## src/rtl/rgb_filter_ctrl.sv

```systemverilog
// rgb_filter_ctrl
//   Produces the per-channel attenuation code for the RGB filter datapath.
//   Board switches and the auto-mode key are synchronized and debounced. A new
//   manual code is committed only on a frame boundary, so a frame never shows
//   mixed settings. Auto mode, toggled by the key, steps through four presets
//   every AUTO_FRAMES frames.
//
// Ports
//   clk            pixel-domain clock
//   rst_n          asynchronous active-low reset
//   i_sw[5:0]      raw filter switches ([5:4] R, [3:2] G, [1:0] B), async to clk
//   i_key_n        raw auto-mode pushbutton, active-low, async to clk
//   i_frame_start  one-cycle pulse at row 0, col 0 of each frame
//   o_filter_SW    committed filter code (00 normal, 01 half, 10 quarter, 11 off)
//   o_pending      debounced manual code waiting for the next frame boundary
//   o_auto         auto-cycle mode active
module rgb_filter_ctrl #(
    parameter logic [19:0] DEBOUNCE_CYC = 20'd500000,
    parameter logic [7:0]  AUTO_FRAMES  = 8'd60
) (
    input  logic       clk,
    input  logic       rst_n,
    input  logic [5:0] i_sw,
    input  logic       i_key_n,
    input  logic       i_frame_start,
    output logic [5:0] o_filter_SW,
    output logic       o_pending,
    output logic       o_auto
);

    typedef enum logic [1:0] {
        MAN_IDLE,
        MAN_PEND,
        AUTO
    } state_t;

    localparam logic [19:0] DB_LAST = DEBOUNCE_CYC - 20'd1;
    localparam logic [7:0]  AF_LAST = AUTO_FRAMES - 8'd1;

    logic [5:0]  sw_meta, sw_sync, sw_stable;
    logic        key_meta, key_sync, key_stable;
    logic [19:0] sw_cnt, key_cnt;
    logic        key_press;
    logic        sw_differs;

    state_t      state;
    logic [1:0]  preset_idx;
    logic [7:0]  frame_cnt;
    logic        auto_first;

    function automatic logic [5:0] preset(input logic [1:0] idx);
        // NOTE: every path assigns the result, so no latch/hold logic is implied.
        case (idx)
            2'd1:    preset = 6'b010101;
            2'd2:    preset = 6'b101010;
            2'd3:    preset = 6'b001111;
            default: preset = 6'b000000;
        endcase
    endfunction

    // Two-flop synchronizers; the key idles high (released).
    always_ff @(posedge clk or negedge rst_n) begin
        if (!rst_n) begin
            // NOTE: sequential state uses non-blocking assignments so every flop
            // samples pre-edge values, independent of statement order.
            sw_meta  <= '0;
            sw_sync  <= '0;
            key_meta <= 1'b1;
            key_sync <= 1'b1;
        end else begin
            sw_meta  <= i_sw;
            sw_sync  <= sw_meta;
            key_meta <= i_key_n;
            key_sync <= key_meta;
        end
    end

    // Debouncers: the counter runs while sync differs from stable and clears on
    // any return to the stable value, discarding short bounces.
    always_ff @(posedge clk or negedge rst_n) begin
        if (!rst_n) begin
            sw_stable  <= '0;
            sw_cnt     <= '0;
            key_stable <= 1'b1;
            key_cnt    <= '0;
        end else begin
            if (sw_sync == sw_stable) begin
                sw_cnt <= '0;
            end else if (sw_cnt == DB_LAST) begin
                sw_stable <= sw_sync;
                sw_cnt    <= '0;
            end else begin
                sw_cnt <= sw_cnt + 20'd1;
            end

            if (key_sync == key_stable) begin
                key_cnt <= '0;
            end else if (key_cnt == DB_LAST) begin
                key_stable <= key_sync;
                key_cnt    <= '0;
            end else begin
                key_cnt <= key_cnt + 20'd1;
            end
        end
    end

    // Debounced key goes 1->0 on this edge: the press event.
    assign key_press  = (key_sync != key_stable) && (key_cnt == DB_LAST) && !key_sync;
    assign sw_differs = (sw_stable != o_filter_SW);

    always_ff @(posedge clk or negedge rst_n) begin
        if (!rst_n) begin
            state       <= MAN_IDLE;
            o_filter_SW <= '0;
            o_pending   <= 1'b0;
            o_auto      <= 1'b0;
            preset_idx  <= '0;
            frame_cnt   <= '0;
            auto_first  <= 1'b0;
        end else if (key_press) begin
            // A key toggle wins over a coincident frame boundary: no commit here.
            if (state == AUTO) begin
                o_auto    <= 1'b0;
                state     <= sw_differs ? MAN_PEND : MAN_IDLE;
                o_pending <= sw_differs;
            end else begin
                state      <= AUTO;
                o_auto     <= 1'b1;
                o_pending  <= 1'b0;
                preset_idx <= '0;
                frame_cnt  <= '0;
                auto_first <= 1'b1;
            end
        end else begin
            case (state)
                MAN_IDLE: begin
                    // A frame start on this edge does not commit; the mismatch
                    // must first be registered as pending.
                    if (sw_differs) begin
                        state     <= MAN_PEND;
                        o_pending <= 1'b1;
                    end
                end
                MAN_PEND: begin
                    if (!sw_differs) begin
                        state     <= MAN_IDLE;
                        o_pending <= 1'b0;
                    end else if (i_frame_start) begin
                        o_filter_SW <= sw_stable;
                        o_pending   <= 1'b0;
                        state       <= MAN_IDLE;
                    end
                end
                AUTO: begin
                    if (i_frame_start) begin
                        if (auto_first) begin
                            o_filter_SW <= preset(2'd0);
                            auto_first  <= 1'b0;
                        end else if (frame_cnt == AF_LAST) begin
                            preset_idx  <= preset_idx + 2'd1;
                            frame_cnt   <= '0;
                            o_filter_SW <= preset(preset_idx + 2'd1);
                        end else begin
                            frame_cnt <= frame_cnt + 8'd1;
                        end
                    end
                end
                default: state <= MAN_IDLE;
            endcase
        end
    end

endmodule

```

## config.mk

```make
export PLATFORM = sky130hd
export DESIGN_NAME = rgb_filter_ctrl
export DESIGN_NICKNAME = d
export VERILOG_FILES = /design/src/rtl/rgb_filter_ctrl.sv
export SDC_FILE = /design/constraint.sdc
export NUM_CORES = 1
export LEC_CHECK = 0
export CORE_UTILIZATION = 60
export DETAILED_ROUTE_END_ITERATION = 16
export GPL_TIMING_DRIVEN = 0
export PLACE_DENSITY = 0.75
export RECOVER_POWER = 100
export SYNTH_ARGS = -nofsm -noshare
export SYNTH_HDL_FRONTEND = slang
export SYNTH_SLANG_ARGS = --single-unit
```

## constraint.sdc

```tcl
create_clock -name clk -period 7.2 [get_ports clk]
set_input_delay 1.44 -clock clk [delete_from_list [all_inputs] [get_ports clk]]
set_output_delay 1.44 -clock clk [all_outputs]
set_load 0.1 [all_outputs]
```

==> impl_metrics.csv <==
group,metric,value,unit
run_status,outcome,"complete, but fails checks",
run_status,violations,"max-capacitance violations, max-slew violations",
placement,place_hpwl,4.95,mm
global_route,groute.usage.overall,22.6,%
worst_setup_path,crit_type,"reg -> out",
sta,finalMaxSlewViolations,37,
global_route,grt_overflow,0,
placement,post-place-ws,3950,ps
drt,vias,2825,
placement,dp_cells,488,
yosys,ys_ff_latch,82,
min_path,hold_depth,0,
cts,cts_resized,0,
worst_setup_path,end_kind,"output pin",
yosys,synth_cell_types,46,
cts,postCtsHoldBufs,0,
die,die_x,83.7,µm
yosys,async_flop_share,100,%
cts,cts_buffer_depth,2,
die,start_util,62.8,%
power,finalPower,0.000905,W
drt,drt_wl_total,7.07,mm
global_route,grt_most_used_layer,"met2",
final_layout,final_area,0.00445,mm²
min_path,min_to,"sw_sync[2]$_DFF_PN0_",
worst_setup_path,arrival,1970,ps
worst_setup_path,r2r_start,"key_cnt[5]$_DFF_PN0_",
cts,numClockSinks,82,
sta,fmax,293,MHz
yosys,syn-num-nets,414,
yosys,synth_top_cell_by_area,"dfrtp_1",
yosys,seq_area_frac_synth,51.3,%
cts,cts_tree,"built",
flow_run,maxCapViolations,1,
sta,clock_skew,10.5,ps
worst_setup_path,cp_cell_sequence,"dlygate4sd3_1",
sta,tightest_slew,2040,ps
final_layout,finalNonFillerCells,504,
sta,fin_crit_sh,47.4,%
drt,drtIter0Drc,112,
yosys,yosys.cell_count.top_type,"dfrtp_1",
drt,viasPerCell,5.61,
min_path,worstHoldStart,"sw_meta[2]$_DFF_PN0_",
cts,clock_latency,360,ps
die,die_area,0.00701,mm²
yosys,synth.top_cell.area_share,49.3,%
yosys,synth_edf_count,0,
worst_setup_path,reg2regPathDepth,8,
worst_setup_path,slowest_stage,"dlygate4sd3_1",
drt,wl_per_cell,14.0,µm
cts,htreeDepth,3,
yosys,avgSynthCellArea,10.2,µm²
power,max-vdd-ir-drop,0.161,mV
drt,remaining_drc_errors,0,
yosys,yosys_warnings,0,
sta,slew_headroom,-35.9,%
min_path,hold_class,"reg -> reg",
sta,post-route-min-period,3410,ps
global_route,use_met2,36.3,%
die,die_h,83.7,µm
yosys,synth_area_leaders,"dfrtp_1, xor2_1, nor2_1",
final_layout,nets,443,
worst_setup_path,cp_top_family,"buffers and inverters",
sta,rsz0062_at_grt,"false",
power,powerDensity,204,mW/mm²
placement,place_area,0.00430,mm²
sta,totalNegativeSetupSlack,0,ps
yosys,postSynthCellCount,393,
worst_setup_path,reg2reg_slack,4260,ps
yosys,syn-cell-area,0.00401,mm²
final_layout,multi_input_area,0.00179,mm²
global_route,grt_pass1_vias,2740,
global_route,grt_util_met1,29.9,%
power,p_leak,2.02,nW
cts,cts_setup_buffers,0,
worst_setup_path,cp_max_fo,3,
placement,finalWeightedCongestion,0.804,
global_route,met3_usage,4.55,%
cts,path_clk_slew,90,ps
final_layout,drive_gt1_share,7.03,%
worst_setup_path,critPathBufInv,1,
placement,io_buffers,17,
final_layout,regArea,0.00206,mm²
worst_setup_path,cp.required,5760,ps
final_layout,antenna_cells,0,
worst_setup_path,crit_path_start_kind,"register",
sta,final-hold-violation-count,0,
sta,worst_slack,3790,ps
worst_setup_path,reg2reg_to,"frame_cnt[3]$_DFFE_PN0P_",
sta,setup_viol,0,
worst_setup_path,cpPeakStageDelay,1220,ps
drt,antenna_left,0,
yosys,synthFlopType,"dfrtp_1",
die,core-area,0.00639,mm²
die,io_pins,18,
yosys,synth_commonest_cells,"dfrtp_1, nor2_1, nand2_1",
die,core.rowCount,29,
cts,cts_buffers,9,
global_route,antenna_found_initial,0,
cts,clockRootBuffer,"clkbuf_8",
drt,firstDrtPassIters,4,
final_layout,area_delta_synth_final,11.0,%
final_layout,fillers,488,
global_route,grt_start_max_net_pins,47,
global_route,grt_first_pass_wirelength,12.5,mm
[where the power goes]
part / internal, W / total, W / switching (W)
registers: 0.000483 / 0.000507 / 0.0000234
logic: 0.0000248 / 0.0000543 / 0.0000295
clock network: 0.000166 / 0.000344 / 0.000179
total: 0.000674 / 0.000905 / 0.000232
[routing by layer]
layer / vias to the layer above / wire length, µm
met5: - / 0
met4: 0 / 157
met3: 16 / 240
met2: 52 / 3350
met1: 1355 / 3330
li1: 1402 / -
[area by class of cell]
class	count	area share, %
sequential	82	46.2
multi-input combinational	282	40.2
timing repair buffer	18	4.31
clock buffer	9	2.79
tap	77	2.17
clock inverter	7	1.86
inverter	19	1.60
buffer	10	0.844
[flip-flops by register name (all words and copies together), names as in the netlist]
register	cells
key_meta	1
key_cnt	20
frame_cnt	8
auto_first	1
o_pending	1
key_sync	1
sw_stable	6
o_filter_SW	6
o_auto	1
key_stable	1
preset_idx	2
sw_meta	6
state	2
sw_cnt	20
sw_sync	6
[cells by family after synthesis]
| logic type | share of synthesized area [%] |
|---|---|
| multiplexers | 3.65 |
| AO/OA/AOI/OAI | 7.74 |
| AND/OR/NAND/NOR | 20.6 |
| XOR/XNOR | 9.83 |
| buffers and inverters | 3.40 |
| adder cells (fa/ha/maj) | 3.43 |
| flip-flops | 51.3 |
[placed cells by master, fill, tap and decap left out, drive strengths merged, types with 10 or more instances in the layout]
cell type / n
dfrtp: 79
nor2: 53
nand2: 30
o21ai: 29
xor2: 27
inv: 22
clkbuf: 20
xnor2: 18
dlygate4sd3: 16
nand3: 15
and3: 12
ha: 11
mux2: 11
nand4: 10
a21oi: 10
[through the flow]
stage	util, %	hold WS, ps
after CTS	70.6	354
after detailed placement	67.3	335
after global routing	69.6	358
after floorplan	-	331
after global placement	66.9	333
final	69.6	355
[worst max-delay path by stage]
stage,start,end,slack [ps],cells past startpoint
finish,o_filter_SW[4]$_DFFE_PN0P_,o_filter_SW[4],3790,1
global route,o_filter_SW[1]$_DFFE_PN0P_,o_filter_SW[1],3720,1
CTS,o_filter_SW[4]$_DFFE_PN0P_,o_filter_SW[4],3800,1
detailed placement,i_frame_start,frame_cnt[3]$_DFFE_PN0P_,3950,6
global placement,rst_n,sw_cnt[12]$_DFF_PN0_,1870,1
floorplan,key_cnt[0]$_DFF_PN0_,frame_cnt[3]$_DFFE_PN0P_,4630,9
(Power assumes the default switching activity.)
